**src/rtl/pipelined_datapath.sv**
```systemverilog
// pipelined_datapath
//   Two-stage register-file + ALU datapath. Stage 1 accepts one instruction per
//   cycle over valid/ready and captures operands (with forwarding from the
//   instruction leaving EX). Stage 2 executes, writes back to the register file
//   and registers the result with its Z/N/C/V flags behind a valid/ready output.
//
//   Ports
//     clk        rising-edge clock for all state
//     reset      synchronous, active-high
//     in_valid   instr/instr_we are valid this cycle
//     in_ready   block can accept an instruction this cycle (combinational)
//     instr      {op[1:0], rd, rs1, rs2}, MSB first
//     instr_we   write the ALU result to rd at writeback
//     res_valid  alu_result/flags hold a new result
//     res_ready  consumer takes the result this cycle
//     alu_result registered ALU result
//     Z,N,C,V    registered flags of alu_result
module pipelined_datapath #(
  parameter  int DATA_W = 8,
  parameter  int NREGS  = 16,
  localparam int AW     = $clog2(NREGS),
  localparam int IW     = 2 + 3 * AW
) (
  input  logic              clk,
  input  logic              reset,
  input  logic              in_valid,
  output logic              in_ready,
  input  logic [IW-1:0]     instr,
  input  logic              instr_we,
  output logic              res_valid,
  input  logic              res_ready,
  output logic [DATA_W-1:0] alu_result,
  output logic              Z,
  output logic              N,
  output logic              C,
  output logic              V
);

  localparam int MSB = DATA_W - 1;

  typedef enum logic [1:0] {
    OP_ADD = 2'b00,
    OP_SUB = 2'b01,
    OP_AND = 2'b10,
    OP_OR  = 2'b11
  } op_t;

  // Instruction fields
  op_t           in_op;
  logic [AW-1:0] in_rd;
  logic [AW-1:0] in_rs1;
  logic [AW-1:0] in_rs2;

  assign in_op  = op_t'(instr[IW-1 -: 2]);
  assign in_rd  = instr[3*AW-1 -: AW];
  assign in_rs1 = instr[2*AW-1 -: AW];
  assign in_rs2 = instr[AW-1:0];

  logic [DATA_W-1:0] rf [NREGS];

  // EX stage registers
  logic              ex_valid;
  op_t               ex_op;
  logic [AW-1:0]     ex_rd;
  logic              ex_we;
  logic [DATA_W-1:0] ex_a;
  logic [DATA_W-1:0] ex_b;

  logic accept;
  logic adv;

  assign adv      = ex_valid & (~res_valid | res_ready);
  assign in_ready = ~ex_valid | adv;
  assign accept   = in_valid & in_ready;

  // ALU
  logic [DATA_W:0]   sum;
  logic [DATA_W:0]   diff;
  logic [DATA_W-1:0] y;
  logic              c_f;
  logic              v_f;

  assign sum  = {1'b0, ex_a} + {1'b0, ex_b};
  assign diff = {1'b0, ex_a} - {1'b0, ex_b};

  always_comb begin
    y   = '0;
    c_f = 1'b0;
    v_f = 1'b0;
    case (ex_op)
      OP_ADD: begin
        y   = sum[MSB:0];
        c_f = sum[DATA_W];
        v_f = (ex_a[MSB] == ex_b[MSB]) & (y[MSB] != ex_a[MSB]);
      end
      OP_SUB: begin
        y   = diff[MSB:0];
        // carry means "no borrow", i.e. A >= B unsigned
        c_f = ~diff[DATA_W];
        v_f = (ex_a[MSB] != ex_b[MSB]) & (y[MSB] != ex_a[MSB]);
      end
      OP_AND: y = ex_a & ex_b;
      OP_OR:  y = ex_a | ex_b;
      default: y = '0;
    endcase
  end

  // Operand fetch with forwarding: the instruction leaving EX on this edge
  // writes the file on the same edge, so its result must bypass the read.
  logic              fwd_live;
  logic [DATA_W-1:0] opa;
  logic [DATA_W-1:0] opb;

  assign fwd_live = adv & ex_we;
  assign opa = (fwd_live && (ex_rd == in_rs1)) ? y : rf[in_rs1];
  assign opb = (fwd_live && (ex_rd == in_rs2)) ? y : rf[in_rs2];

  always_ff @(posedge clk) begin
    if (reset) begin
      rf         <= '{default: '0};
      ex_valid   <= 1'b0;
      ex_op      <= OP_ADD;
      ex_rd      <= '0;
      ex_we      <= 1'b0;
      ex_a       <= '0;
      ex_b       <= '0;
      res_valid  <= 1'b0;
      alu_result <= '0;
      Z          <= 1'b0;
      N          <= 1'b0;
      C          <= 1'b0;
      V          <= 1'b0;
    end else begin
      if (accept) begin
        ex_valid <= 1'b1;
        ex_op    <= in_op;
        ex_rd    <= in_rd;
        ex_we    <= instr_we;
        ex_a     <= opa;
        ex_b     <= opb;
      end else if (adv) begin
        ex_valid <= 1'b0;
      end

      if (adv) begin
        res_valid  <= 1'b1;
        alu_result <= y;
        Z          <= (y == '0);
        N          <= y[MSB];
        C          <= c_f;
        V          <= v_f;
        if (ex_we) begin
          rf[ex_rd] <= y;
        end
      end else if (res_ready) begin
        res_valid <= 1'b0;
      end
    end
  end

endmodule
```
**config.mk**
```make
export PLATFORM = sky130hd
export DESIGN_NAME = pipelined_datapath
export DESIGN_NICKNAME = d
export VERILOG_FILES = /design/src/rtl/pipelined_datapath.sv
export SDC_FILE = /design/constraint.sdc
export NUM_CORES = 1
export LEC_CHECK = 0
export ABC_AREA = 1
export CAP_MARGIN = 20
export CORE_MARGIN = 2
export CORE_UTILIZATION = 40
export DETAILED_ROUTE_END_ITERATION = 10
export GPL_TIMING_DRIVEN = 0
export HOLD_SLACK_MARGIN = 0.08
export SLEW_MARGIN = 10
export SYNTH_ARGS = -nofsm -noshare
export SYNTH_HDL_FRONTEND = slang
export SYNTH_SLANG_ARGS = --single-unit
```
**constraint.sdc**
```tcl
create_clock -name clk -period 3.45 [get_ports clk]
set_input_delay 0.8625 -clock clk [delete_from_list [all_inputs] [get_ports clk]]
set_output_delay 0.8625 -clock clk [all_outputs]
set_load 0.05 [all_outputs]
```
Word-level counts from Yosys, hierarchy flattened
Index checks and enable logic that the tools add are counted.
Widths: inputs -> output; s select.
Cells by class
  reduce and logical (&&, ||, !) cells: 8
  mux-type cells: 18
  add/sub/neg operators: 2
  eq/ne operators: 9
  $lt $le $gt $ge: 4
  bitwise gates (word level): 15
Operators by type and width (number)
  $bwmux 128: 1
  $bmux 8 s4: 2
  $mux 8: 7
  $demux 8 s4: 1
  $pmux 8 s4: 1
  $ge 5x5->1 const B: 3
  $not 4->5: 3
  $add 8x8->9: 1
  $sub 8x8->9: 1
  $and 8x8->8: 1
  $eq 4x4->1: 2
  $logic_not 8->1: 1
  $or 8x8->8: 1
  $and 1x1->1: 5
  $lt 5x1->1 const B: 1
  $eq 2x2->1 const B: 2
  $mux 1: 4
  $pmux 1 s2: 2
  $reduce_bool 2->1: 2
  $logic_and 1x1->1: 3
  $ne 1x1->1: 3
  $not 1->1: 3
  $eq 2x1->1 const B: 1
  $logic_not 2->1: 1
  other kinds (3): 4
Storage, ports and cells
  output and inout port bits: 14
  input bits: 19
  register bits: 165

Logic depth before layout (Yosys ltp)
Gate-level depths: netlist of the first run.
  depth after elaboration: 6
  gate-level depth with buffers: 15

Worst setup path after synthesis of the first run
No wires, ideal clock.
  path type: input to register
  from: input res_ready
  to: register ex_a[2]
  setup time: 0.128 ns
  path slack: 1.143 ns
  cell stages on the path: 7
  buffers on the path: 1
  data arrival time: 2.179 ns
  cell sequence: inv_1 > nand3_1 > nand2_1 > clkinv_1 > clkbuf_1 > o21ai_0 > a21oi_1
RTL lines
  start, declared: RTL line 31  | input logic res_ready,
  $or 1x1->1: RTL line 72  | assign adv = ex_valid & (~res_valid | res_ready);
  $and 1x1->1: RTL line 72
  $or 1x1->1: RTL line 73  | assign in_ready = ~ex_valid | adv;
  named net in_ready: RTL line 27  | output logic in_ready,
  $and 1x1->1: RTL line 74  | assign accept = in_valid & in_ready;
  end signal, assigned: RTL line 139  | ex_a <= opa;
  end, declared: RTL line 66  | logic [DATA_W-1:0] ex_a;
The timed path passes the listed nets, and every way through them passes these cells.
A chain may end at the register's enable or synchronous reset.

Worst setup path in the final report of the first run
  from: input res_ready
  to: output in_ready
Between the ends
  longest elaborated chain between the ends: 3
Ends and longest elaborated chain (RTL line)
  $or 1x1->1: 72
  $and 1x1->1: 72
  $or 1x1->1: 73
  end, declared: 27
No other way between the ends.

==> results of run 1 <==
==> cells in the mapped netlist <==
cell type and number:
sky130_fd_sc_hd__a21oi_1 215, sky130_fd_sc_hd__a21oi_2 1, sky130_fd_sc_hd__buf_1 8, sky130_fd_sc_hd__buf_2 48, sky130_fd_sc_hd__buf_4 12, sky130_fd_sc_hd__buf_6 1, sky130_fd_sc_hd__clkbuf_1 36, sky130_fd_sc_hd__clkinv_1 3
sky130_fd_sc_hd__clkinv_2 1, sky130_fd_sc_hd__dfxtp_1 164, sky130_fd_sc_hd__fa_1 2, sky130_fd_sc_hd__ha_1 25, sky130_fd_sc_hd__inv_1 166, sky130_fd_sc_hd__inv_2 23, sky130_fd_sc_hd__nand2_1 198, sky130_fd_sc_hd__nand2_2 8
sky130_fd_sc_hd__nand2_4 1, sky130_fd_sc_hd__nand3_1 149, sky130_fd_sc_hd__nand3_2 2, sky130_fd_sc_hd__nand4_1 4, sky130_fd_sc_hd__nor2_1 20, sky130_fd_sc_hd__nor2_2 10, sky130_fd_sc_hd__nor2_4 4, sky130_fd_sc_hd__nor3_1 1
sky130_fd_sc_hd__nor3_2 1, sky130_fd_sc_hd__o211ai_1 87, sky130_fd_sc_hd__o21a_1 1, sky130_fd_sc_hd__o21ai_0 199, sky130_fd_sc_hd__o21ai_1 5, sky130_fd_sc_hd__o21bai_1 1, sky130_fd_sc_hd__o22ai_1 2, sky130_fd_sc_hd__or2_0 1
sky130_fd_sc_hd__or2_2 1, sky130_fd_sc_hd__or2_4 1, sky130_fd_sc_hd__xnor2_1 2, sky130_fd_sc_hd__xor2_1 1
==> worst max-delay path by stage <==
stage                           end  cells past startpoint
4_1_cts                    in_ready                      4
6_report                   in_ready                      4
5_1_grt                    in_ready                      4
2_1_floorplan  ex_a[2]$_SDFFE_PP0P_                      7
3_3_place_gp               in_ready                      4
3_5_place_dp               in_ready                      4
==> sequential cells by signal, indices dropped and copies added (netlist names) <==
| name | count |
|---|---|
| alu_result | 8 |
| res_valid | 1 |
| Z | 1 |
| C | 1 |
| V | 1 |
| ex_op | 2 |
| ex_b | 8 |
| ex_rd | 4 |
| ex_a | 8 |
| ex_valid | 1 |
| rf | 128 |
| ex_we | 1 |
==> final cells by class <==
class	count	share of cell area [%]
plain buffers	105	4.72
clock buffers	21	4.29
clock inverters	10	1.40
inverters	193	6.75
multi-input cells	942	46.3
flip-flops and latches	164	30.6
well taps	319	3.71
repair buffers	24	2.24
==> logic make-up after synthesis <==
group | share of synthesized area [%]
DFF | 34.6
buffers and inverters | 13.0
AOI/OAI and AO/OA | 29.3
xor gates and xnor gates | 0.277
adders and majority gates | 3.72
and+or+nand+nor | 19.1
==> per-layer routing <==
metal | GRT usage, % | vias up | wire length, um
met5 | 0 | - | 0
met4 | 11.3 | 0 | 1220
met3 | 6.30 | 101 | 3610
met2 | 47.5 | 521 | 16600
met1 | 43.5 | 4935 | 16800
li1 | - | 4829 | -
==> layout by cell type (no fill, tap or decap), drive strengths merged, types with 3 or more instances in the layout <==
cell	count
a21oi	216
nand2	207
o21ai	204
inv	190
dfxtp	164
nand3	151
o211ai	87
buf	69
clkbuf	57
nor2	34
ha	25
clkdlybuf4s50	24
clkinv	7
nand4	4
bufinv	3
clkinvlp	3
or2	3
==> where the power goes <==
group          total (mW)  switching (mW)  internal (mW)
clock network        2.02           0.842           1.18
logic               0.926           0.672          0.254
registers            1.96          0.0316           1.93
==> worst max-delay path, cell delays in order <==
cell                              delay [ns]
sky130_fd_sc_hd__clkdlybuf4s50_1        0.45
sky130_fd_sc_hd__inv_1                  0.05
sky130_fd_sc_hd__nand3_1                0.10
sky130_fd_sc_hd__clkdlybuf4s50_1        0.81
==> metrics by stage <==
step | instance area, sq um | setup WS [ns]
floorplan | 9500 | 1.14
global placement | 10100 | 0.287
detailed placement | 10100 | 0.288
CTS | 10700 | 0.290
global route | 10700 | 0.225
finish | 10700 | 0.305
==> results.md, run 1 <==
Setup path:
- The critical path is of the input port to output port type.
- Of all nets on the critical path, the largest fanout is 3.
- The most critical setup path has its startpoint at res_ready.
- The sort of element at the start of the critical path is an input port.
- The reg-to-reg setup timing slack is just under 1 ns.
- The length in cells of the worst reg-to-reg path is 8.
- The endpoint identified for the worst register-to-register timing path is rf[42]$_SDFFE_PP0P_.
- The element type at the critical path end is an output port.
- In this run the critical register-to-register path is launched from ex_b[0]$_SDFFE_PP0P_.
- The critical path data required time is between 2 and 3 ns.
- The arrival time reported for the critical path endpoint is about 2.3 ns.

Yosys:
- The number of distinct library cell variants in the gate-level netlist after synthesis is 36.
- The count of warnings emitted by yosys is 0.
- By area the synthesized netlist is led by sky130_fd_sc_hd__dfxtp_1 (35%), sky130_fd_sc_hd__a21oi_1 (11%), sky130_fd_sc_hd__o21ai_0 (10%), sky130_fd_sc_hd__nand3_1 (7.9%), sky130_fd_sc_hd__nand2_1 (7.8%).
- The number of nets handed over by synthesis was between 1k and 1.5k.
- The cell taking the most area after synthesis is sky130_fd_sc_hd__dfxtp_1.
- The mean post-synth cell area is between 6 and 7 sq um.
- Sequential cells were found to cover between 30 and 40% of the synthesized design area.
- Synthesis inferred about 160 register bits.
- The number of instances in the synthesized netlist is roughly 1.4k.
- Summing every instance area after synthesis gives between 0.009 and 0.01 sq mm.
- The share of the synthesized area in the top cell type is 34.6%.

Status:
- The flow ran to the end, and the final reports show no timing, DRC or antenna violations.

Timing:
- The final hold violation count is 0.
- The setup clock skew after layout is 0.0124 ns.
- The achievable clock frequency is around 0.32 GHz.
- The final critical-path share of the clock period is ~91%.
- Measured against its own limit, the worst slew margin works out to between 40 and 50%.
- The final number of setup-violating endpoints is 0.
- Setup repair after global routing left no endpoint under its margin.
- The worst hold-check slack is 0.463 ns.
- The slew at the pin closest to its max-slew limit is roughly 0.8 ns.
- The max-slew violation count is 0.
- After routing, the total negative slack on setup checks comes to 0 ns.
- Counting I/O delays and the setup requirement, the final critical path takes about 3.1 ns.

Min path:
- The tightest min-delay check is of the flop to flop type.
- The launch instance of the worst min-delay path is C$_SDFFE_PP0P_.
- The path with the worst hold slack has its endpoint at C$_SDFFE_PP0P_.
- The worst hold path cell count is 2.

Power and ir drop:
- The total chip power is 4.91 mW.
- In this run the power density over the cells is ~460 mW/mm^2.
- The standby leakage power is 4.56 nW.
- The worst-case IR drop observed on VDD is between 0.2 and 0.3 mV.

Clock tree:
- The number of buffers on the longest clock path is 2.
- The clock slew seen by the registers of the worst setup and hold paths is 0.07 ns.
- The H-tree depth reported by CTS is 4.
- CTS placed an instance of sky130_fd_sc_hd__clkbuf_16 at the clock tree root.
- The quantity of hold-fixing buffers added after cts is 0.
- After clock tree synthesis, the repair step resized 0 gates.
- The clock latency on the worst-skew pair is roughly 0.44 ns.
- The number of CTS-inserted buffers is 17.
- TritonCTS built the clock tree.
- The buffers inserted during post-CTS setup optimization is 0.
- The count of clock tree sinks is approximately 160.

Global routing:
- Entering global routing, the biggest net connects 17 pins.
- The number of global-route vias before repair came to slightly below 10k.
- The initial antenna violation count is 0.
- The overall overflow remaining after global route is 0.
- The wire length of the first global-routing pass is slightly below 60 mm.
- The total routing usage reported by global routing is a little under a third.

Die:
- The region available for standard cell placement spans around 0.023 sq mm.
- The floorplan step set the die height to about 160 um.
- The starting density of the core is between 40% and 50%.
- The floorplan row count is between 50 and 60.
- For this design the top-level I/O count stands at 33.
- The floorplan step defined a die boundary enclosing 0.0250 sq mm.
- In this run the horizontal extent of the chip is approximately 160 um.

Routing:
- The number of vias in the routed layout is roughly 10k.
- The number of remaining DRC errors is 0.
- The number of nets still failing antenna checks after routing is 0.
- The average detailed-routed wire length per instance is about 21 um.
- The pre-antenna-repair detailed-routing pass consisted of 6 iterations.
- The iteration-0 DRC count of the detailed router is around 1.3k.
- Wires add up to 38.2 mm.
- After detailed routing, the number of vias per cell comes to 5.84.

Cells and area:
- In the final layout, the share of cells above drive strength 1 is 9.80%.
- The layout overhead on the synthesized area is 13.2%.
- The filler-free cell count of the finished design is 1778.
- The utilization after layout is between 40 and 50%.
- Across the whole layout, storage elements account for around 0.0033 sq mm.
- Summing all multi-input logic gate instances after layout gives between 0.004 and 0.005 sq mm.
- 0 antenna diodes ended up in the layout.
- The filler cells instantiated in the layout total 2513.
- The number of nets in the final layout is about 1.5k.

Flow run:
- The max-capacitance violation count is 0.

Placed design:
- The final weighted congestion of routability-driven global placement is between 0.9 and 1.
- The placed instance count is ~1.7k.
- During placement, the flow inserted port buffers numbering 24.
- The detailed placer's ending HPWL is around 28 mm.
Note: power is estimated with default switching activity, not from simulation.
==> run 2, diff against run 1 <==
--- a/config.mk
+++ b/config.mk
@@ -7,6 +7,7 @@
 export LEC_CHECK = 0
 export ABC_AREA = 1
 export CAP_MARGIN = 20
+export CORE_ASPECT_RATIO = 0.75
 export CORE_MARGIN = 2
 export CORE_UTILIZATION = 40
 export DETAILED_ROUTE_END_ITERATION = 10
==> run 2 against run 1 <==
Effect of this change: non-clock buffer count unchanged; clock skew shrank 0.0020 ns; clock power shrank 2%; critical path depth unchanged; global-route usage down 1.0 points; first-iteration DRC count rose by 11%; highest routed layer unchanged; combinational power down 0.8%; register-to-register slack improved by 0.03 ns; routed wire length down 1.1%; largest power group unchanged; hold slack better by 0.0061 ns.
==> results.md, run 2 (synthesis gave the netlist of run 1 again) <==
Global routing:
- In the global route stage, met3 resource usage came out at under 10%.
- The layer flagged by global routing as most heavily used is met1.
- The total routing usage reported by global routing is ~30%.
- The first global-routing pass estimated about 56 mm of wire.
- The initial antenna violation count is 0.
- The met1 track demand over resource is a little under half.
- The largest net degree at the start of global routing is 17.
- The number of global-route vias before repair is between 9k and 10k.
- The total overflow left after global routing is 0.
- For met2 alone, demand over resource in global routing was between 40% and 50%.

Setup path:
- Data arrives at the worst endpoint at approximately 2.3 ns.
- The worst setup path is captured at an output port.
- The sort of element at the start of the critical path is an input port.
- The type of the worst setup path is input port to output port.
- The critical path's slowest cell is sky130_fd_sc_hd__clkdlybuf4s50_1.
- Walking the worst path, the cells encountered are clkdlybuf4s50_1 > inv_1 > nand3_1 > clkdlybuf4s50_1.
- Along the worst path, the maximum fanout reaches 3.
- Data on the critical path is required at its endpoint by ~2.6 ns.
- In this design, the critical path's most frequently occurring cell is sky130_fd_sc_hd__clkdlybuf4s50_1.
- In this design, the stage delay of the slowest critical-path cell is roughly 0.8 ns.

Timing:
- In the final timing run, aggregate negative setup slack is 0 ns.
- The worst hold-check slack is 0.469 ns.
- The achievable clock frequency is 0.316 GHz.
- The slew at the pin closest to its max-slew limit is ~0.77 ns.
- The max-slew violation count is 0.
- Setup repair after global routing left no endpoint under its margin.
- Headroom to the max-slew limit came out at around half.
- The final hold violation count is 0.
- Setup violations remaining at the end of the flow were counted as 0.
- The clock period could shrink to between 3 and 4 ns.
- Clock skew on the completed layout was measured at approximately 0.010 ns.
- Of the available clock period, the critical path in the final layout requires just over 90%.

Routing:
- The iteration-0 DRC count of the detailed router is about 1.4k.
- The number of vias in the routed layout is between 10k and 15k.
- The number of nets still failing antenna checks after routing is 0.
- In the routed design, unresolved DRC markers number 0.
- The average detailed-routed wire length per instance is between 20 and 25 um.
- The routed design has between 30 and 40 mm of wire.
- In the routed layout, each cell is associated on average with a via count of ~5.9.
- The first detailed-routing pass ran for 5 iterations.

Cells and area:
- The register with the most flip-flops in the layout has roughly 130 of them.
- With fillers left out, the area of the finished cells amounts to 0.0107 sq mm.
- The most common cell after layout, fill and taps aside is sky130_fd_sc_hd__a21oi_1.
- The final layout contains 1493 nets.
- The fraction of layout instances using a drive strength above 1 is 9.93%.
- For this run, the share of the core covered by cells in the final layout is a little under half.
- The register with the highest flop count is rf.
- The library cells used most frequently in the layout, excluding fill and tap cells, are sky130_fd_sc_hd__a21oi_1 (215), sky130_fd_sc_hd__o21ai_0 (199), sky130_fd_sc_hd__nand2_1 (198).
- Relative to the synthesized area, the layout overhead comes to 12.8%.

Clock tree:
- The buffers inserted during post-CTS setup optimization is 0.
- After clock tree synthesis, the clock-pin slew on the worst setup and hold paths is approximately 0.060 ns.
- In this run, post-CTS hold repair placed 0 buffers.
- The clock latency on the worst-skew pair is about 0.44 ns.
- The H-tree depth reported by CTS is 4.
- The count of clock tree sinks is between 150 and 200.
- Once the clock tree was built, the resizer swapped 0 gates to a different size.
- Buffers inserted during clock tree synthesis total 17.
- The CTS tree is built.
- The number of buffers on the longest clock path is 2.
- The root buffer cell chosen for the clock tree is sky130_fd_sc_hd__clkbuf_16.

Die:
- For this configuration, the core starts out at a cell density of 41.0%.
- The core footprint is 0.0232 sq mm.
- The die is roughly 180 um wide.
- The initialized floorplan defines between 40 and 50 standard-cell rows.
- The y dimension of the die is around 140 um.
- The die covers about 0.025 sq mm.
- The number of primary I/O pins is 33.

Placed design:
- Detailed placement ended at an HPWL of between 20 and 30 mm.
- The placed instances occupy a cell area of a little over 0.01 sq mm.
- Routability-driven placement finished with a final weighted congestion of about 0.96.
- The count of input and output buffers is 24.

Power and ir drop:
- The standby leakage power is 4.56 nW.
- The total chip power is 4.85 mW.
- The total power divided by cell area is approximately 450 mW/mm^2.
- IR analysis of the VDD net gives a maximum drop of between 0.3 and 0.4 mV.

Min path:
- The worst hold path belongs to the class flop to flop.

Status:
- The flow ran to the end, and the final reports show no timing, DRC or antenna violations.

Flow run:
- The max-capacitance violation count is 0.
run 2: cell types whose count changed in the layout (fill, tap and decap cells not counted):
| cell | before | now |
|---|---|---|
| sky130_fd_sc_hd__clkbuf_1 | 38 | 37 |
| sky130_fd_sc_hd__clkinv_4 | 3 | 1 |
| sky130_fd_sc_hd__diode_2 | 0 | 1 |
| sky130_fd_sc_hd__inv_6 | 0 | 1 |
| sky130_fd_sc_hd__clkbuf_8 | 2 | 3 |
| sky130_fd_sc_hd__clkinv_2 | 1 | 5 |
| sky130_fd_sc_hd__bufinv_16 | 3 | 2 |
| sky130_fd_sc_hd__clkinvlp_4 | 3 | 2 |
run 2: metrics by stage:
step | worst slack, ns | std cells
5_1_grt | 0.248 | 1760
4_1_cts | 0.279 | 1760
3_3_place_gp | 0.221 | 1728
3_5_place_dp | 0.259 | 1728
6_report | 0.283 | 1761
2_1_floorplan | 1.14 | 1404
run 2: final cells by class:
class | count | area [sq um]
clock buffers | 21 | 470
flip-flops and latches | 164 | 3280
diodes | 1 | 2.50
clock inverters | 11 | 124
multi-input cells | 942 | 4980
well taps | 300 | 375
plain buffers | 105 | 507
inverters | 193 | 726
fillers | 2455 | 12500
repair buffers | 24 | 240
run 2: routing by layer:
metal,wire length [um],up-vias
met3,4080,45
li1,-,4825
met2,15100,585
met1,18000,4865
met4,631,0
met5,0,-
run 2: path summary, 6_finish.rpt:
| check | start | endpoint | slack, ns | depth (start not counted) |
|---|---|---|---|---|
| min reg2reg | C$_SDFFE_PP0P_ | C$_SDFFE_PP0P_ | 0.47 | 2 |
| max | res_ready | in_ready | 0.28 | 4 |
| max reg2reg | ex_b[0]$_SDFFE_PP0P_ | rf[106]$_SDFFE_PP0P_ | 1.00 | 8 |
| min | C$_SDFFE_PP0P_ | C$_SDFFE_PP0P_ | 0.47 | 2 |
run 2: critical path, delay by kind of cell:
| family | cells | cell delay [ns] |
|---|---|---|
| and+or+nand+nor | 1 | 0.11 |
| buffers and inverters | 3 | 1.34 |
run 2: where the power goes:
group,internal (mW),switching (mW),leakage (nW)
Clock,1.13,0.839,0.291
Combinational,0.254,0.665,2.94
Sequential,1.93,0.0323,1.33
Total,3.31,1.54,4.56
==> run 3, diff against run 2 <==
--- a/config.mk
+++ b/config.mk
@@ -12,7 +12,8 @@
 export CORE_UTILIZATION = 40
 export DETAILED_ROUTE_END_ITERATION = 10
 export GPL_TIMING_DRIVEN = 0
-export HOLD_SLACK_MARGIN = 0.08
+export HOLD_SLACK_MARGIN = 0.05
+export SKIP_LAST_GASP = 1
 export SLEW_MARGIN = 10
 export SYNTH_ARGS = -nofsm -noshare
 export SYNTH_HDL_FRONTEND = slang
==> results of run 3 <==
Final layout, timing and power as in run 2 (identical DEF).
